## src/rtl/uart_tx_param.sv

```systemverilog
// -----------------------------------------------------------------------------
// uart_tx_param
//
// Parametrised UART transmitter with a small input FIFO. The host pushes words
// into the FIFO while a frame is on the line. The FSM pops one word per frame
// and shifts it out LSB first, framed as:
//   start (0), DATA_BITS data bits, optional parity bit, STOP_BITS stop bits (1).
// Every bit lasts exactly BAUD_DIV clock cycles. When the FIFO still holds a
// word at the end of a frame, the next frame starts with no idle gap.
//
// Parameters
//   BAUD_DIV    clock cycles per bit (>= 2)
//   DATA_BITS   data bits per frame (5..9)
//   PARITY      0 = none, 1 = odd, 2 = even
//   STOP_BITS   stop bits per frame (1 or 2)
//   FIFO_DEPTH  input FIFO entries (power of two, >= 2)
//
// Ports
//   clk          system clock
//   rstn         asynchronous active-low reset
//   tx_data      word to transmit, captured when tx_en_sig && tx_ready
//   tx_en_sig    write strobe, one word per high cycle
//   tx_ready     FIFO not full (combinational from the fill count)
//   tx_busy      FSM not idle (registered)
//   tx_done_sig  one-cycle pulse when a frame completes (registered)
//   tx_pin_out   serial line, idle high (registered)
// -----------------------------------------------------------------------------
module uart_tx_param #(
  parameter int BAUD_DIV   = 5208,
  parameter int DATA_BITS  = 8,
  parameter int PARITY     = 0,
  parameter int STOP_BITS  = 1,
  parameter int FIFO_DEPTH = 4
) (
  input  logic                 clk,
  input  logic                 rstn,
  input  logic [DATA_BITS-1:0] tx_data,
  input  logic                 tx_en_sig,
  output logic                 tx_ready,
  output logic                 tx_busy,
  output logic                 tx_done_sig,
  output logic                 tx_pin_out
);

  // ---------------------------------------------------------------------------
  // Derived widths and terminal counts
  // ---------------------------------------------------------------------------
  localparam int BW = (BAUD_DIV > 1) ? $clog2(BAUD_DIV) : 1;
  localparam int CW = (DATA_BITS > 1) ? $clog2(DATA_BITS) : 1;
  localparam int AW = (FIFO_DEPTH > 1) ? $clog2(FIFO_DEPTH) : 1;

  localparam logic [BW-1:0] BAUD_LAST = BW'(BAUD_DIV - 1);
  localparam logic [CW-1:0] DATA_LAST = CW'(DATA_BITS - 1);
  // The bit counter doubles as the stop-bit counter; DATA_BITS >= 5 guarantees
  // it is wide enough for STOP_BITS-1.
  localparam logic [CW-1:0] STOP_LAST = CW'(STOP_BITS - 1);
  localparam logic [AW:0]   FIFO_FULL = (AW + 1)'(FIFO_DEPTH);

  typedef enum logic [2:0] {
    S_IDLE,
    S_START,
    S_DATA,
    S_PARITY,
    S_STOP
  } state_t;

  // ---------------------------------------------------------------------------
  // Parity of a data word for the configured mode
  // ---------------------------------------------------------------------------
  function automatic logic parity_bit(input logic [DATA_BITS-1:0] word);
    logic result;
    result = 1'b0;
    if (PARITY == 1) begin
      result = ~(^word);
    end else if (PARITY == 2) begin
      result = ^word;
    end
    return result;
  endfunction

  // ---------------------------------------------------------------------------
  // Input FIFO
  // ---------------------------------------------------------------------------
  logic [DATA_BITS-1:0] fifo_mem_q [FIFO_DEPTH];
  logic [AW-1:0]        wr_ptr_q, wr_ptr_d;
  logic [AW-1:0]        rd_ptr_q, rd_ptr_d;
  logic [AW:0]          count_q, count_d;
  logic                 fifo_wr;
  logic                 fifo_pop;
  logic                 fifo_empty;
  logic [DATA_BITS-1:0] fifo_head;

  assign tx_ready   = (count_q != FIFO_FULL);
  assign fifo_empty = (count_q == '0);
  // A write while full is simply ignored; a pop on the same edge does not
  // rescue it because tx_ready is derived from the registered count.
  assign fifo_wr    = tx_en_sig && tx_ready;
  assign fifo_head  = fifo_mem_q[rd_ptr_q];

  always_comb begin
    wr_ptr_d = fifo_wr  ? (wr_ptr_q + AW'(1)) : wr_ptr_q;
    rd_ptr_d = fifo_pop ? (rd_ptr_q + AW'(1)) : rd_ptr_q;
    count_d  = count_q + (AW + 1)'(fifo_wr) - (AW + 1)'(fifo_pop);
  end

  // Storage needs no reset: the pointers and count define what is valid.
  always_ff @(posedge clk) begin
    if (fifo_wr) begin
      fifo_mem_q[wr_ptr_q] <= tx_data;
    end
  end

  always_ff @(posedge clk or negedge rstn) begin
    if (!rstn) begin
      wr_ptr_q <= '0;
      rd_ptr_q <= '0;
      count_q  <= '0;
    end else begin
      wr_ptr_q <= wr_ptr_d;
      rd_ptr_q <= rd_ptr_d;
      count_q  <= count_d;
    end
  end

  // ---------------------------------------------------------------------------
  // Transmit FSM and datapath
  // ---------------------------------------------------------------------------
  state_t               state_q, state_d;
  logic [BW-1:0]        baud_cnt_q, baud_cnt_d;
  logic [CW-1:0]        bit_cnt_q, bit_cnt_d;
  logic [DATA_BITS-1:0] shift_q, shift_d;
  logic                 par_q, par_d;
  logic                 baud_end;
  logic                 frame_end;

  assign baud_end  = (baud_cnt_q == BAUD_LAST);
  // Last cycle of the last stop bit.
  assign frame_end = (state_q == S_STOP) && baud_end && (bit_cnt_q == STOP_LAST);

  // State register
  always_ff @(posedge clk or negedge rstn) begin
    if (!rstn) begin
      state_q <= S_IDLE;
    end else begin
      state_q <= state_d;
    end
  end

  // Next-state logic, including the counters and shift register that advance
  // alongside the state.
  always_comb begin
    state_d    = state_q;
    baud_cnt_d = baud_cnt_q + BW'(1);
    bit_cnt_d  = bit_cnt_q;
    shift_d    = shift_q;
    par_d      = par_q;
    fifo_pop   = 1'b0;

    case (state_q)
      S_IDLE: begin
        baud_cnt_d = '0;
        bit_cnt_d  = '0;
        if (!fifo_empty) begin
          fifo_pop = 1'b1;
          shift_d  = fifo_head;
          par_d    = parity_bit(fifo_head);
          state_d  = S_START;
        end
      end

      S_START: begin
        if (baud_end) begin
          baud_cnt_d = '0;
          bit_cnt_d  = '0;
          state_d    = S_DATA;
        end
      end

      S_DATA: begin
        if (baud_end) begin
          baud_cnt_d = '0;
          if (bit_cnt_q == DATA_LAST) begin
            bit_cnt_d = '0;
            state_d   = (PARITY != 0) ? S_PARITY : S_STOP;
          end else begin
            bit_cnt_d = bit_cnt_q + CW'(1);
            shift_d   = shift_q >> 1;
          end
        end
      end

      S_PARITY: begin
        if (baud_end) begin
          baud_cnt_d = '0;
          bit_cnt_d  = '0;
          state_d    = S_STOP;
        end
      end

      S_STOP: begin
        if (baud_end) begin
          baud_cnt_d = '0;
          if (frame_end) begin
            bit_cnt_d = '0;
            // Back-to-back: reload straight into START without an idle cycle.
            if (!fifo_empty) begin
              fifo_pop = 1'b1;
              shift_d  = fifo_head;
              par_d    = parity_bit(fifo_head);
              state_d  = S_START;
            end else begin
              state_d  = S_IDLE;
            end
          end else begin
            bit_cnt_d = bit_cnt_q + CW'(1);
          end
        end
      end

      default: begin
        baud_cnt_d = '0;
        bit_cnt_d  = '0;
        state_d    = S_IDLE;
      end
    endcase
  end

  // Output logic. Outputs are computed from the next state so the registered
  // line changes on the same edge as the state it belongs to.
  logic pin_d;
  logic busy_d;
  logic done_d;

  always_comb begin
    pin_d = 1'b1;
    case (state_d)
      S_START:  pin_d = 1'b0;
      S_DATA:   pin_d = shift_d[0];
      S_PARITY: pin_d = par_d;
      default:  pin_d = 1'b1;
    endcase
    busy_d = (state_d != S_IDLE);
    done_d = frame_end;
  end

  always_ff @(posedge clk or negedge rstn) begin
    if (!rstn) begin
      baud_cnt_q  <= '0;
      bit_cnt_q   <= '0;
      shift_q     <= '0;
      par_q       <= 1'b0;
      tx_pin_out  <= 1'b1;
      tx_busy     <= 1'b0;
      tx_done_sig <= 1'b0;
    end else begin
      baud_cnt_q  <= baud_cnt_d;
      bit_cnt_q   <= bit_cnt_d;
      shift_q     <= shift_d;
      par_q       <= par_d;
      tx_pin_out  <= pin_d;
      tx_busy     <= busy_d;
      tx_done_sig <= done_d;
    end
  end

endmodule

```

## config.mk

```make
export PLATFORM = sky130hd
export DESIGN_NAME = uart_tx_param
export DESIGN_NICKNAME = d
export VERILOG_FILES = /design/src/rtl/uart_tx_param.sv
export SDC_FILE = /design/constraint.sdc
export NUM_CORES = 1
export LEC_CHECK = 0
export CAP_MARGIN = 25
export CELL_PAD_IN_SITES_DETAIL_PLACEMENT = 1
export CELL_PAD_IN_SITES_GLOBAL_PLACEMENT = 2
export CORE_MARGIN = 2
export CORE_UTILIZATION = 45
export DETAILED_ROUTE_END_ITERATION = 10
export DONT_BUFFER_PORTS = 1
export PLACE_DENSITY = 0.76
export SKIP_CTS_REPAIR_TIMING = 1
export SYNTH_ARGS = -nofsm -noshare
export SYNTH_HDL_FRONTEND = slang
export SYNTH_SLANG_ARGS = --single-unit
```

## constraint.sdc

```tcl
create_clock -name clk -period 4.15 [get_ports clk]
set_input_delay 0.415 -clock clk [delete_from_list [all_inputs] [get_ports clk]]
set_output_delay 0.415 -clock clk [all_outputs]
set_load 0.01 [all_outputs]
```

-- Word level (Yosys, flattened, before mapping)
Memory sizes are Yosys's and may differ from the RTL's.
Index checks and enable logic that the tools add are counted.
- add/sub/neg operators: 6
- $mul: 0
- div/mod/pow operators: 0
- $lt $le $gt $ge: 0
- eq/ne operators: 15
- shift operators: 0
- mux-type cells: 34
- bitwise gates (word level): 0
- reduce and logical (&&, ||, !) cells: 12
- operator list (operator ; count):
    $mux W8 ; 5
    $mux W3 ; 12
    $mux W13 ; 2
    $pmux W8 S3 ; 1
    $pmux W3 S5 ; 1
    $add A13 B1 Y13 const B ; 1
    $eq A13 B13 Y1 const B ; 1
    $eq A3 B2 Y1 const B ; 4
    $logic_not A3 Y1 ; 3
    $mux W1 ; 9
    $pmux W3 S3 ; 1
    $ne A2 B2 Y1 const B ; 4
    $eq A3 B1 Y1 const B ; 2
    $eq A3 B3 Y1 const B ; 2
    $reduce_bool A3 Y1 ; 2
    $reduce_and A5 Y1 ; 1
    $add A2 B1 Y2 const B ; 2
    $pmux W1 S2 ; 2
    $reduce_or A4 Y1 ; 1
    $add A3 B1 Y3 ; 1
    $add A3 B1 Y3 const B ; 1
    $logic_and A1 B1 Y1 ; 3
    $ne A3 B3 Y1 const B ; 1
    $pmux W1 S3 ; 1
    other kinds (4) ; 4
- register bits: 38
- latch bits: 0
- RAM bits: 32
- ROM bits: 0
- input bits: 11
- output and inout bits: 4
- logic and storage cells: 80
- memories kept: 1
- memory list (memory ; words ; bits a word ; read ports ; clocked after Yosys merged registers in ; write ports ; line ; RTL):
    fifo_mem_q ; 4 ; 8 ; 1 ; 0 ; 1 ; 84 ; logic [DATA_BITS-1:0] fifo_mem_q [FIFO_DEPTH];

-- Logic depth before layout (Yosys ltp)
Gate-level depths: netlist (run 1).
- depth after elaboration: 8
- depth in mapped cells: 12
- mapped depth without buffers: 11

-- Worst setup path after synthesis (run 1)
Ideal clock, no wire load.
- kind: reg2reg
- start point: reg state_q[1]
- end point: reg count_q[2]
- library setup time: 0.123 ns
- data arrival time: 2.342 ns
- required time: 4.027 ns
- path slack: 1.685 ns
- stages on the path, launching flop included: 13
- path buffers: 3
- period minus slack after synthesis: 2.465 ns
- path through: dfrtp_1 -> buf_2 -> or2_1 -> buf_2 -> nor2_1 -> a21boi_2 -> buf_4 -> ha_1 -> inv_1 -> ha_1 -> fa_1 -> xnor2_1 -> xnor2_1
- cells in the longest elaborated chain, start to end: 7
- elaborated cells on any way between the ends: 8
- those cells by class: add/sub (1); eq/ne (1); mux (3); reduce/logical (3)
- RTL lines (what ; line ; RTL):
    from (decl) ; 128 ; state_t state_q, state_d;
    from (signal assigned) ; 145 ; state_q <= state_d;
    $eq A3 B3 Y1 ; 138, 159 ;
    $logic_and A1 B1 Y1 (2 in a row) ; 138 ; assign frame_end = (state_q == S_STOP) && baud_end && (bit_cnt_q == STOP_LAST);
    $mux W1 ; 203 ; if (frame_end) begin
    $mux W1 ; 201 ; if (baud_end) begin
    $pmux W1 S2 * ; 159 ; case (state_q)
    named net fifo_pop ; 89 ; logic fifo_pop;
    $sub A3 B1 Y3 * ; 103 ; count_d = count_q + (AW + 1)'(fifo_wr) - (AW + 1)'(fifo_pop);
    named net count_d[2] ; 87 ; logic [AW:0] count_q, count_d;
    to (signal assigned) ; 121 ; count_q <= count_d;
    to (decl) ; 87 ;
Mark *: on every way through the listed nets, which the timed path passes. The rest lies on a longest branch.
A chain may end at the register's enable or synchronous reset.

-- Final worst setup path (run 1)
- start point: reg baud_cnt_q[0]
- end point: reg count_q[2]
- cells in the longest elaborated chain, start to end: 7
- RTL lines (what ; line ; RTL):
    from (decl) ; 129 ; logic [BW-1:0] baud_cnt_q, baud_cnt_d;
    from (signal assigned) ; 256 ; baud_cnt_q <= baud_cnt_d;
    $eq A13 B13 Y1 * ; 136 ; assign baud_end = (baud_cnt_q == BAUD_LAST);
    $logic_and A1 B1 Y1 (2 in a row) ; 138 ;
    $mux W1 ; 203 ;
    $mux W1 * ; 201 ;
    $pmux W1 S2 * ; 159 ;
    $sub A3 B1 Y3 * ; 103 ;
    named net count_d[2] ; 87 ;
Marks and branches as above.

==> impl_metrics.py, run 1 <==
metrics = {
    "min_path": {
        "hold_end": "fifo_mem_q[0][4]$_DFFE_PP_",
        "hp-class": "input pin to flop",
        "hold_depth": 0,
        "hold_path.startpoint": "tx_data[4]",
    },
    "detailed_routing": {
        "drc": 0,
        "vias_per_cell": 5.40,
        "drt_iter0_drc": 75,
        "finalWirelength_mm": 5.97,
        "num_vias": 1905,
        "ant_nets": 0,
        "wl_per_cell_um": 16.9,
        "drt-pass1-iter-count": 4,
    },
    "clocking": {
        "clk_root_buffer_cell": "clkbuf_8",
        "numCtsBuffers": 9,
        "cts_tree": "yes",
        "cts_sinks": 70,
        "htree_num_levels": 3,
        "path_clk_slew_ns": 0.07,
        "clock_latency_ns": 0.34,
        "clock_path_buffers": 2,
    },
    "critical_path": {
        "start_kind": "flop",
        "cp_data_required_time_ns": 4.41,
        "crit_chain": "ha_1 > and4b_4 > nand4_2 > a21boi_2 > ha_1 > inv_1 > ha_1 > fa_1 > xnor2_1 > xnor2_1",
        "worstPathArrival_ns": 3.12,
        "reg2reg_slack_ns": 1.29,
        "path_class": "flop to flop",
        "r2r_start": "baud_cnt_q[0]$_DFF_PN0_",
        "cpPeakStageDelay_ns": 0.54,
        "crit_fanout": 13,
        "cp_common_cell": "ha_1",
        "r2r_cells": 10,
        "slowest_stage": "a21boi_2",
        "r2r_end": "count_q[2]$_DFF_PN0_",
        "crit_path_end_kind": "flop",
    },
    "timing": {
        "post-route-min-period_ns": 2.86,
        "tns_ns": 0,
        "worstMarginPinSlew_ns": 0.599,
        "finalSetupViolCount": 0,
        "fmax_mhz": 349,
        "finalWorstSetupSlack_ns": 1.29,
        "finalCritPeriodShare_pct": 69.0,
        "relSlewSlack_pct": 59.8,
        "hold_viol": 0,
        "slew_viol_final": 0,
        "finalClockSkew_ns": 0.00719,
        "rsz0062_at_grt": "false",
    },
    "placement": {
        "dp_hpwl_mm": 4.16,
        "place_congestion": 0.711,
        "dp_slack_ns": 1.30,
        "place_inst": 336,
        "portBuffers": 0,
    },
    "floorplan": {
        "die_area_mm2": 0.00792,
        "coreArea_mm2": 0.00691,
        "rows": 30,
        "pin_count": 15,
        "start_util_pct": 47.1,
        "die-width_um": 89.0,
        "die_h_um": 89.0,
    },
    "synthesis": {
        "ys_async_sr_fraction_pct": 54.3,
        "synth_area_mm2": 0.00325,
        "ys.flop_type": "dfrtp_1",
        "yosysMostFrequentCell": "dfrtp_1",
        "netlist.top_cell.by_area": "edfxtp_1",
        "ys_top_cells_by_count": "dfrtp_1, edfxtp_1, nor2_1",
        "synth_cells": 250,
        "synth_seq_cells": 70,
        "synth_top_cell_area_share_pct": 29.5,
        "yosys-top-cells-area": "edfxtp_1, dfrtp_1, mux4_1",
        "avgSynthCellArea_um2": 13.0,
        "ys_types": 50,
        "ys_seq_area_share_pct": 58.8,
        "ys_warn_count": 0,
        "syn_nets": 272,
        "synth_edf_count": 32,
    },
    "run": {
        "cap_violations": 0,
    },
    "power_and_ir_drop": {
        "p_switching_mw": 0.400,
        "power_mw": 1.57,
        "pwr-share-clk_pct": 33.4,
        "worst_ir_drop_vdd_mv": 0.251,
        "power_frac_seq_pct": 54.4,
        "powerDensity_mw_per_mm2": 447,
        "p_leak_nw": 1.36,
        "switching_share_pct": 25.5,
        "p_int_mw": 1.17,
        "p_comb_share_pct": 12.2,
    },
    "outcome": {
        "status": "finished, final reports clean",
    },
    "finish": {
        "drive_gt1_share_pct": 10.9,
        "diodes": 0,
        "nFillCells": 750,
        "fin_nets": 275,
        "postLayoutCoreUtil_pct": 50.9,
        "stdcell_count": 353,
        "syn_to_final_growth_pct": 8.04,
    },
    "global_route": {
        "antenna_found_initial": 0,
        "grt_max_degree": 39,
        "grt_pass1_vias": 1981,
        "grt_pass1_wl_mm": 10.0,
        "grt.total_usage_pct": 17.3,
        "grt-ovfl-total": 0,
    },
}
-- routing by layer --
metal,track usage [%],up-vias,share of wire [%],routed length (µm)
li1,-,906,-,-
met1,24.4,963,49,2940
met2,25.2,25,46,2720
met3,4.80,11,3.4,200
met4,7.73,0,1.7,100
met5,0,-,0,0
-- flip-flops by register name, indices dropped and copies added, names as in the netlist --
register     cells
rd_ptr_q         2
par_q            1
state_q          3
tx_busy          1
shift_q          8
baud_cnt_q      13
count_q          3
wr_ptr_q         2
tx_done_sig      1
bit_cnt_q        3
fifo_mem_q      32
tx_pin_out       1
-- power by group through the flow --
| stage | clock [mW] | sequential, mW | combinational (mW) |
|---|---|---|---|
| 6_report | 0.524 | 0.855 | 0.192 |
| 5_1_grt | 0.571 | 0.865 | 0.221 |
| 4_1_cts | 0.539 | 0.856 | 0.187 |
| 3_5_place_dp | 0 | 0.870 | 0.184 |
| 3_3_place_gp | 0 | 0.865 | 0.178 |
| 2_1_floorplan | 0 | 0.857 | 0.139 |
-- cells in the final DEF, fill, tap and decap left out, types with 4 or more instances in the layout --
cell type,instances
edfxtp_1,32
o21ai_0,5
xor2_1,6
dfrtp_1,37
xnor2_1,10
o21ai_1,6
nand3_1,7
inv_1,21
and3_1,6
clkbuf_8,9
nand4_1,4
a22oi_1,6
a21oi_1,6
mux4_1,7
nor2_1,24
ha_1,10
nand2_1,12
-- worst max-delay path by stage --
stage	start	endpoint	slack, ns
after global routing	state_q[0]$_DFF_PN0_	count_q[2]$_DFF_PN0_	1.04
final	baud_cnt_q[0]$_DFF_PN0_	count_q[2]$_DFF_PN0_	1.29
after global placement	baud_cnt_q[8]$_DFF_PN0_	count_q[2]$_DFF_PN0_	1.36
after floorplan	state_q[1]$_DFF_PN0_	count_q[2]$_DFF_PN0_	1.69
after CTS	baud_cnt_q[0]$_DFF_PN0_	count_q[2]$_DFF_PN0_	1.25
after detailed placement	baud_cnt_q[0]$_DFF_PN0_	count_q[2]$_DFF_PN0_	1.30
-- metrics by stage --
step	hold WS [ns]	instance area [µm²]
after floorplan	0.119	3250
after global placement	0.121	3300
after detailed placement	0.121	3300
after CTS	-0.259	3480
after global routing	0.137	3510
final	0.161	3510
-- final cells by class --
| class | count | area [µm²] | share of cell area (%) |
|---|---|---|---|
| multi-input combinational | 149 | 1180 | 33.7 |
| tap | 96 | 120 | 3.42 |
| timing repair buffer | 2 | 30.0 | 0.855 |
| sequential | 70 | 1910 | 54.5 |
| inverter | 21 | 78.8 | 2.24 |
| clock inverter | 6 | 63.8 | 1.82 |
| clock buffer | 9 | 124 | 3.53 |
-- cells by family (layout without fill, tap and decap cells) --
group / Yosys count / count (layout) / share of synthesized area, %
adders and majority gates: 11 / 11 / 4.46
and+or+nand+nor: 76 / 76 / 13.0
muxes: 9 / 9 / 6.66
AOI/OAI and AO/OA: 37 / 37 / 8.00
buffers and inverters: 31 / 38 / 4.77
DFF: 70 / 70 / 58.8
xor gates and xnor gates: 16 / 16 / 4.31
-- critical path: cells and delay by family (launching register included) --
family | cells | cell delay, ns
AOI/OAI and AO/OA | 1 | 0.54
xor gates and xnor gates | 2 | 0.33
adders and majority gates | 4 | 1.01
buffers and inverters | 1 | 0.04
DFF | 1 | 0.38
and+or+nand+nor | 2 | 0.47
Power figures use the tool's default switching activity.
==> inputs of run 2 (changes only) <==
--- a/config.mk
+++ b/config.mk
@@ -5,14 +5,15 @@
 export SDC_FILE = /design/constraint.sdc
 export NUM_CORES = 1
 export LEC_CHECK = 0
+export ABC_AREA = 1
 export CAP_MARGIN = 25
 export CELL_PAD_IN_SITES_DETAIL_PLACEMENT = 1
 export CELL_PAD_IN_SITES_GLOBAL_PLACEMENT = 2
 export CORE_MARGIN = 2
-export CORE_UTILIZATION = 45
+export CORE_UTILIZATION = 36
 export DETAILED_ROUTE_END_ITERATION = 10
 export DONT_BUFFER_PORTS = 1
-export PLACE_DENSITY = 0.76
+export PLACE_DENSITY = 0.71
 export SKIP_CTS_REPAIR_TIMING = 1
 export SYNTH_ARGS = -nofsm -noshare
 export SYNTH_HDL_FRONTEND = slang
==> constraint.sdc (replaced) <==
create_clock -name clk -period 2.5 [get_ports clk]
set_input_delay 0.25 -clock clk [delete_from_list [all_inputs] [get_ports clk]]
set_output_delay 0.25 -clock clk [all_outputs]
set_load 0.01 [all_outputs]
==> run 2 against run 1 <==
Total power up 77%. Die area increased by 30%. Register-to-register slack worse by 1.1 ns. Sequential power increased by 67%. First-iteration DRC count down 37%. Combinational power rose by 120%. Critical path depth is 4 higher. Core utilization decreased by 8.0 points. Cell count rose by 49%. Critical endpoint unchanged.
==> impl_metrics.py, run 2 <==
metrics = {
    "synthesis": {
        "ys.flop_type": "dfrtp_1",
        "synth_area_mm2": 0.00343,
        "yosysMostFrequentCell": "nand2_1",
        "avgSynthCellArea_um2": 9.37,
        "yosys-top-cells-area": "edfxtp_1, dfrtp_1, nand2_1",
        "ys_top_cells_by_count": "nand2_1, inv_1, dfrtp_1",
        "ys_seq_area_share_pct": 55.8,
        "synth_seq_cells": 70,
        "ys_warn_count": 0,
        "synth_cells": 366,
        "netlist.top_cell.by_area": "edfxtp_1",
        "synth_edf_count": 32,
        "ys_types": 39,
        "syn_nets": 388,
        "ys_async_sr_fraction_pct": 54.3,
        "synth_top_cell_area_share_pct": 28.0,
    },
    "detailed_routing": {
        "finalWirelength_mm": 7.40,
        "dr_wl_met2_mm": 3.38,
        "num_vias": 2407,
        "wl_per_cell_um": 14.1,
        "drt_iter0_drc": 47,
        "drt-pass1-iter-count": 4,
        "wl_met1_mm": 3.74,
        "drc": 0,
        "vias_per_cell": 4.58,
        "dr_wl_met3_um": 187,
        "top_layer": "met4",
        "ant_nets": 0,
    },
    "critical_path": {
        "start_kind": "flop",
        "crit_start": "baud_cnt_q[0]$_DFF_PN0_",
        "crit_path_end_kind": "flop",
        "r2r_end": "count_q[2]$_DFF_PN0_",
        "cp_data_required_time_ns": 2.73,
        "crit_fanout": 3,
        "r2r_start": "baud_cnt_q[0]$_DFF_PN0_",
        "worstPathArrival_ns": 2.56,
        "reg2reg_slack_ns": 0.17,
        "crit_end": "count_q[2]$_DFF_PN0_",
        "r2r_cells": 14,
        "path_class": "flop to flop",
    },
    "clocking": {
        "clk_root_buffer_cell": "clkbuf_8",
        "cts_tree": "yes",
        "clock_path_buffers": 2,
        "clock_latency_ns": 0.35,
        "numCtsBuffers": 9,
        "path_clk_slew_ns": 0.08,
        "cts_sinks": 70,
        "htree_num_levels": 3,
    },
    "power_and_ir_drop": {
        "p_switching_mw": 0.788,
        "p_leak_nw": 1.77,
        "switching_share_pct": 28.3,
        "power_frac_seq_pct": 51.3,
        "worst_ir_drop_vdd_mv": 0.461,
        "powerDensity_mw_per_mm2": 703,
        "p_int_mw": 1.99,
        "p_comb_share_pct": 15.0,
        "pwr-share-clk_pct": 33.7,
    },
    "floorplan": {
        "rows": 35,
        "coreArea_mm2": 0.00924,
        "die_area_mm2": 0.0103,
        "pin_count": 15,
        "start_util_pct": 37.1,
        "die_h_um": 102,
        "die-width_um": 102,
    },
    "global_route": {
        "grt-ovfl-total": 0,
        "grt_pass1_wl_mm": 12.6,
        "grt_max_degree": 39,
        "grt_pass1_vias": 2530,
        "antenna_found_initial": 0,
        "grt.total_usage_pct": 16.2,
    },
    "timing": {
        "relSlewSlack_pct": 76.3,
        "tns_ns": 0,
        "hold_viol": 0,
        "finalCritPeriodShare_pct": 93.2,
        "rsz0062_at_grt": "false",
        "slew_viol_final": 0,
        "fmax_mhz": 429,
        "holdWs_ns": 0.267,
        "post-route-min-period_ns": 2.33,
        "finalSetupViolCount": 0,
        "finalClockSkew_ns": 0.0112,
        "worstMarginPinSlew_ns": 0.352,
    },
    "finish": {
        "nFillCells": 1070,
        "stdcell_count": 526,
        "syn_to_final_growth_pct": 15.5,
        "reg_top3": "fifo_mem_q: 32 flops, baud_cnt_q: 13 flops, shift_q: 8 flops",
        "largest_register_ffs": 32,
        "postLayoutCellArea_mm2": 0.00396,
        "drive_gt1_share_pct": 15.4,
        "final_cell_mix": "nand2_1, inv_1, dfrtp_1",
        "diodes": 0,
        "largest-register": "fifo_mem_q",
        "fin_nets": 414,
        "final_common_cell": "nand2_1",
    },
    "placement": {
        "place_congestion": 0.768,
        "dpl-instance-area_mm2": 0.00364,
        "place_inst": 500,
        "dp_hpwl_mm": 5.28,
        "portBuffers": 0,
    },
    "run": {
        "cap_violations": 0,
    },
    "outcome": {
        "status": "finished, final reports clean",
    },
    "min_path": {
        "hp-class": "input pin to flop",
    },
}
-- run 2: changes by cell type in the layout (fill, tap and decap cells not counted), sizes merged, moves of 7 or more --
| cell | delta |
|---|---|
| buf | +11 |
| dlygate4sd3 | +8 |
| inv | +35 |
| mux4 | -8 |
| nand2 | +87 |
| nand3 | +24 |
| nor2 | +19 |
| o211ai | +7 |
| xnor2 | -9 |
-- run 2: cell type report --
type | count | area (µm²) | share of cell area (%)
Sequential cell | 70 | 1910 | 48.3
Inverter | 56 | 210 | 5.31
Multi-Input combinational cell | 234 | 1280 | 32.2
Timing Repair Buffer | 21 | 200 | 5.06
Clock buffer | 10 | 128 | 3.22
Tap cell | 129 | 161 | 4.08
Clock inverter | 6 | 70.1 | 1.77
-- run 2: kinds of logic (layout without fill, tap and decap cells) --
| logic type | count (synthesis) | in the layout | share of synthesized area (%) |
|---|---|---|---|
| and+or+nand+nor | 182 | 182 | 24.9 |
| DFF | 70 | 70 | 55.8 |
| buffers and inverters | 62 | 93 | 7.12 |
| AOI/OAI and AO/OA | 35 | 35 | 6.46 |
| adders and majority gates | 11 | 11 | 4.23 |
| xor gates and xnor gates | 6 | 6 | 1.53 |
-- run 2: worst min-delay path by stage --
| stage | startpoint | endpoint | slack, ns | cells past startpoint |
|---|---|---|---|---|
| floorplan | rstn | baud_cnt_q[0]$_DFF_PN0_ | -0.05 | 0 |
| CTS | rstn | shift_q[0]$_DFF_PN0_ | -0.43 | 0 |
| finish | tx_en_sig | wr_ptr_q[0]$_DFFE_PN0P_ | 0.27 | 2 |
| detailed placement | rstn | rd_ptr_q[0]$_DFFE_PN0P_ | -0.04 | 0 |
| global placement | rstn | baud_cnt_q[6]$_DFF_PN0_ | -0.04 | 0 |
| global route | tx_en_sig | wr_ptr_q[0]$_DFFE_PN0P_ | 0.31 | 2 |
-- run 2: power by group through the flow --
stage               Clock (mW)  Combinational (mW)  Sequential [mW]
finish                   0.938               0.417             1.43
floorplan                    0               0.266             1.44
global route              1.01               0.488             1.44
CTS                      0.972               0.393             1.43
detailed placement           0               0.393             1.45
global placement             0               0.387             1.45
-- run 2: routing by layer --
metal,track usage (%),up-vias
li1,-,1230
met1,22.4,1148
met2,24.9,20
met3,4.69,9
met4,4.47,0
met5,0,-
-- run 2: worst max-delay path: stages, from the launching register on --
cell	delay, ns
dfrtp_1	0.40
ha_2	0.20
nand2_2	0.09
inv_1	0.06
nand2_1	0.09
nor2_4	0.06
nand3_4	0.06
nand2_2	0.06
nand2_2	0.09
inv_2	0.05
ha_1	0.26
inv_1	0.04
ha_1	0.19
fa_1	0.38
xor2_1	0.16
-- run 2: through the flow --
step | power, mW | setup slack [ns] | utilization [%]
final | 2.78 | 0.170 | 42.8
after floorplan | 1.70 | 0.202 | -
after global routing | 2.94 | 0.0293 | 42.8
after detailed placement | 1.85 | 0.102 | 39.4
after CTS | 2.79 | 0.0800 | 41.5
after global placement | 1.83 | 0.152 | 39.4
==> inputs of run 3 (changes only) <==
--- a/config.mk
+++ b/config.mk
@@ -5,15 +5,14 @@
 export SDC_FILE = /design/constraint.sdc
 export NUM_CORES = 1
 export LEC_CHECK = 0
-export ABC_AREA = 1
 export CAP_MARGIN = 25
 export CELL_PAD_IN_SITES_DETAIL_PLACEMENT = 1
 export CELL_PAD_IN_SITES_GLOBAL_PLACEMENT = 2
 export CORE_MARGIN = 2
-export CORE_UTILIZATION = 36
+export CORE_UTILIZATION = 40
 export DETAILED_ROUTE_END_ITERATION = 10
 export DONT_BUFFER_PORTS = 1
-export PLACE_DENSITY = 0.71
+export PLACE_DENSITY = 0.72
 export SKIP_CTS_REPAIR_TIMING = 1
 export SYNTH_ARGS = -nofsm -noshare
 export SYNTH_HDL_FRONTEND = slang
==> run 3 against run 2 <==
Critical endpoint unchanged. Register-to-register slack got worse by 0.02 ns. Cell count shrank 28%. Fmax decreased by 0.92%. Combinational power shrank 16%. Clock power shrank 8.1%. Via count is 20% lower. Highest routed layer unchanged. Hold slack lost 0.074 ns.
==> impl_metrics.py, run 3 (same netlist as run 1, synthesis figures left out) <==
metrics = {
    "min_path": {
        "hp-class": "input pin to flop",
        "hold_end": "wr_ptr_q[0]$_DFFE_PN0P_",
        "hold_path.startpoint": "tx_en_sig",
        "hold_depth": 2,
    },
    "finish": {
        "final_common_cell": "dfrtp_1",
        "postLayoutCellArea_mm2": 0.00369,
        "multi_input_area_mm2": 0.00119,
        "seqCellArea_mm2": 0.00191,
        "fin_nets": 293,
        "nFillCells": 819,
        "reg_top3": "fifo_mem_q: 32 flops, baud_cnt_q: 13 flops, shift_q: 8 flops",
        "syn_to_final_growth_pct": 13.5,
        "largest_register_ffs": 32,
        "drive_gt1_share_pct": 14.9,
        "largest-register": "fifo_mem_q",
        "diodes": 0,
        "final_cell_mix": "dfrtp_1, edfxtp_1, nor2_1",
    },
    "timing": {
        "relSlewSlack_pct": 70.3,
        "finalSetupViolCount": 0,
        "holdWs_ns": 0.193,
        "worstMarginPinSlew_ns": 0.446,
        "finalWorstSetupSlack_ns": 0.148,
        "fmax_mhz": 425,
        "post-route-min-period_ns": 2.35,
        "tns_ns": 0,
        "hold_viol": 0,
        "finalClockSkew_ns": 0.0139,
        "rsz0062_at_grt": "false",
        "slew_viol_final": 0,
        "finalCritPeriodShare_pct": 94.1,
    },
    "clocking": {
        "path_clk_slew_ns": 0.08,
        "clk_root_buffer_cell": "clkbuf_8",
        "clock_path_buffers": 2,
        "htree_num_levels": 3,
        "clock_latency_ns": 0.35,
        "numCtsBuffers": 9,
        "cts_tree": "yes",
        "cts_sinks": 70,
    },
    "floorplan": {
        "die_h_um": 94.2,
        "die_area_mm2": 0.00887,
        "die-width_um": 94.2,
        "pin_count": 15,
        "start_util_pct": 41.7,
        "rows": 32,
        "coreArea_mm2": 0.00781,
    },
    "detailed_routing": {
        "num_vias": 1931,
        "drc": 0,
        "drt-pass1-iter-count": 4,
        "wl_per_cell_um": 16.5,
        "drt_iter0_drc": 70,
        "vias_per_cell": 5.11,
        "ant_nets": 0,
        "finalWirelength_mm": 6.25,
    },
    "critical_path": {
        "start_kind": "flop",
        "r2r_end": "count_q[2]$_DFF_PN0_",
        "cp_common_cell": "ha_1",
        "r2r_cells": 11,
        "crit_path_end_kind": "flop",
        "path_class": "flop to flop",
        "slowest_stage": "dfrtp_1",
        "cp_data_required_time_ns": 2.73,
        "crit_chain": "inv_1 > ha_1 > and2b_2 > nand4_2 > a21boi_2 > ha_1 > inv_1 > ha_1 > fa_1 > xnor2_2 > xnor2_1",
        "reg2reg_slack_ns": 0.15,
        "worstPathArrival_ns": 2.58,
        "cpPeakStageDelay_ns": 0.40,
        "crit_fanout": 5,
        "r2r_start": "bit_cnt_q[0]$_DFFE_PN0P_",
    },
    "run": {
        "cap_violations": 0,
    },
    "global_route": {
        "grt-ovfl-total": 0,
        "grt_pass1_wl_mm": 10.4,
        "grt_pass1_vias": 2036,
        "grt_max_degree": 39,
        "antenna_found_initial": 0,
        "grt.total_usage_pct": 15.7,
    },
    "placement": {
        "dpl-instance-area_mm2": 0.00338,
        "dp_slack_ns": 0.155,
        "portBuffers": 0,
        "dp_hpwl_mm": 4.29,
        "place_congestion": 0.753,
    },
    "power_and_ir_drop": {
        "p_leak_nw": 1.45,
        "worst_ir_drop_vdd_mv": 0.490,
        "powerDensity_mw_per_mm2": 714,
    },
    "outcome": {
        "status": "finished, final reports clean",
    },
}
[run 3: through the flow]
step | power [mW] | std cells | utilization [%]
final | 2.64 | 378 | 47.3
after global routing | 2.79 | 378 | 47.3
after CTS | 2.62 | 368 | 45.6
after detailed placement | 1.76 | 352 | 43.3
after global placement | 1.74 | 352 | 43.3
after floorplan | 1.65 | 250 | -
[run 3: worst max path at each step]
| stage | startpoint | end | slack (ns) | depth (start not counted) |
|---|---|---|---|---|
| 5_1_grt | bit_cnt_q[0]$_DFFE_PN0P_ | count_q[2]$_DFF_PN0_ | 0.01 | 11 |
| 3_5_place_dp | baud_cnt_q[8]$_DFF_PN0_ | count_q[2]$_DFF_PN0_ | 0.16 | 9 |
| 2_1_floorplan | state_q[1]$_DFF_PN0_ | count_q[2]$_DFF_PN0_ | 0.04 | 12 |
| 3_3_place_gp | baud_cnt_q[0]$_DFF_PN0_ | count_q[2]$_DFF_PN0_ | 0.22 | 10 |
| 4_1_cts | baud_cnt_q[0]$_DFF_PN0_ | count_q[2]$_DFF_PN0_ | 0.12 | 10 |
| 6_report | bit_cnt_q[0]$_DFFE_PN0P_ | count_q[2]$_DFF_PN0_ | 0.15 | 11 |
[run 3: per-layer routing]
metal / up-vias / wire [µm] / global-route usage, %
li1: 943 / - / -
met1: 960 / 3280 / 22.9
met2: 19 / 2730 / 22.6
met3: 9 / 159 / 3.77
met4: 0 / 86 / 6.52
met5: - / 0 / 0
[run 3: power breakdown]
group	switching, mW	internal [mW]
clock network	0.482	0.380
logic	0.195	0.154
registers	0.0619	1.36
[run 3: layout make-up]
class | count | share of cell area [%]
multi-input cells | 149 | 32.3
clock inverters | 7 | 1.66
well taps | 102 | 3.46
flip-flops and latches | 70 | 51.8
clock buffers | 9 | 3.36
inverters | 21 | 2.14
repair buffers | 20 | 5.22
[run 3: critical path, delay by kind of cell, from the launching register on]
family | cells | cell delay, ns
adders and majority gates | 4 | 1.04
DFF | 1 | 0.40
and+or+nand+nor | 2 | 0.36
xor gates and xnor gates | 2 | 0.27
buffers and inverters | 2 | 0.10
AOI/OAI and AO/OA | 1 | 0.07
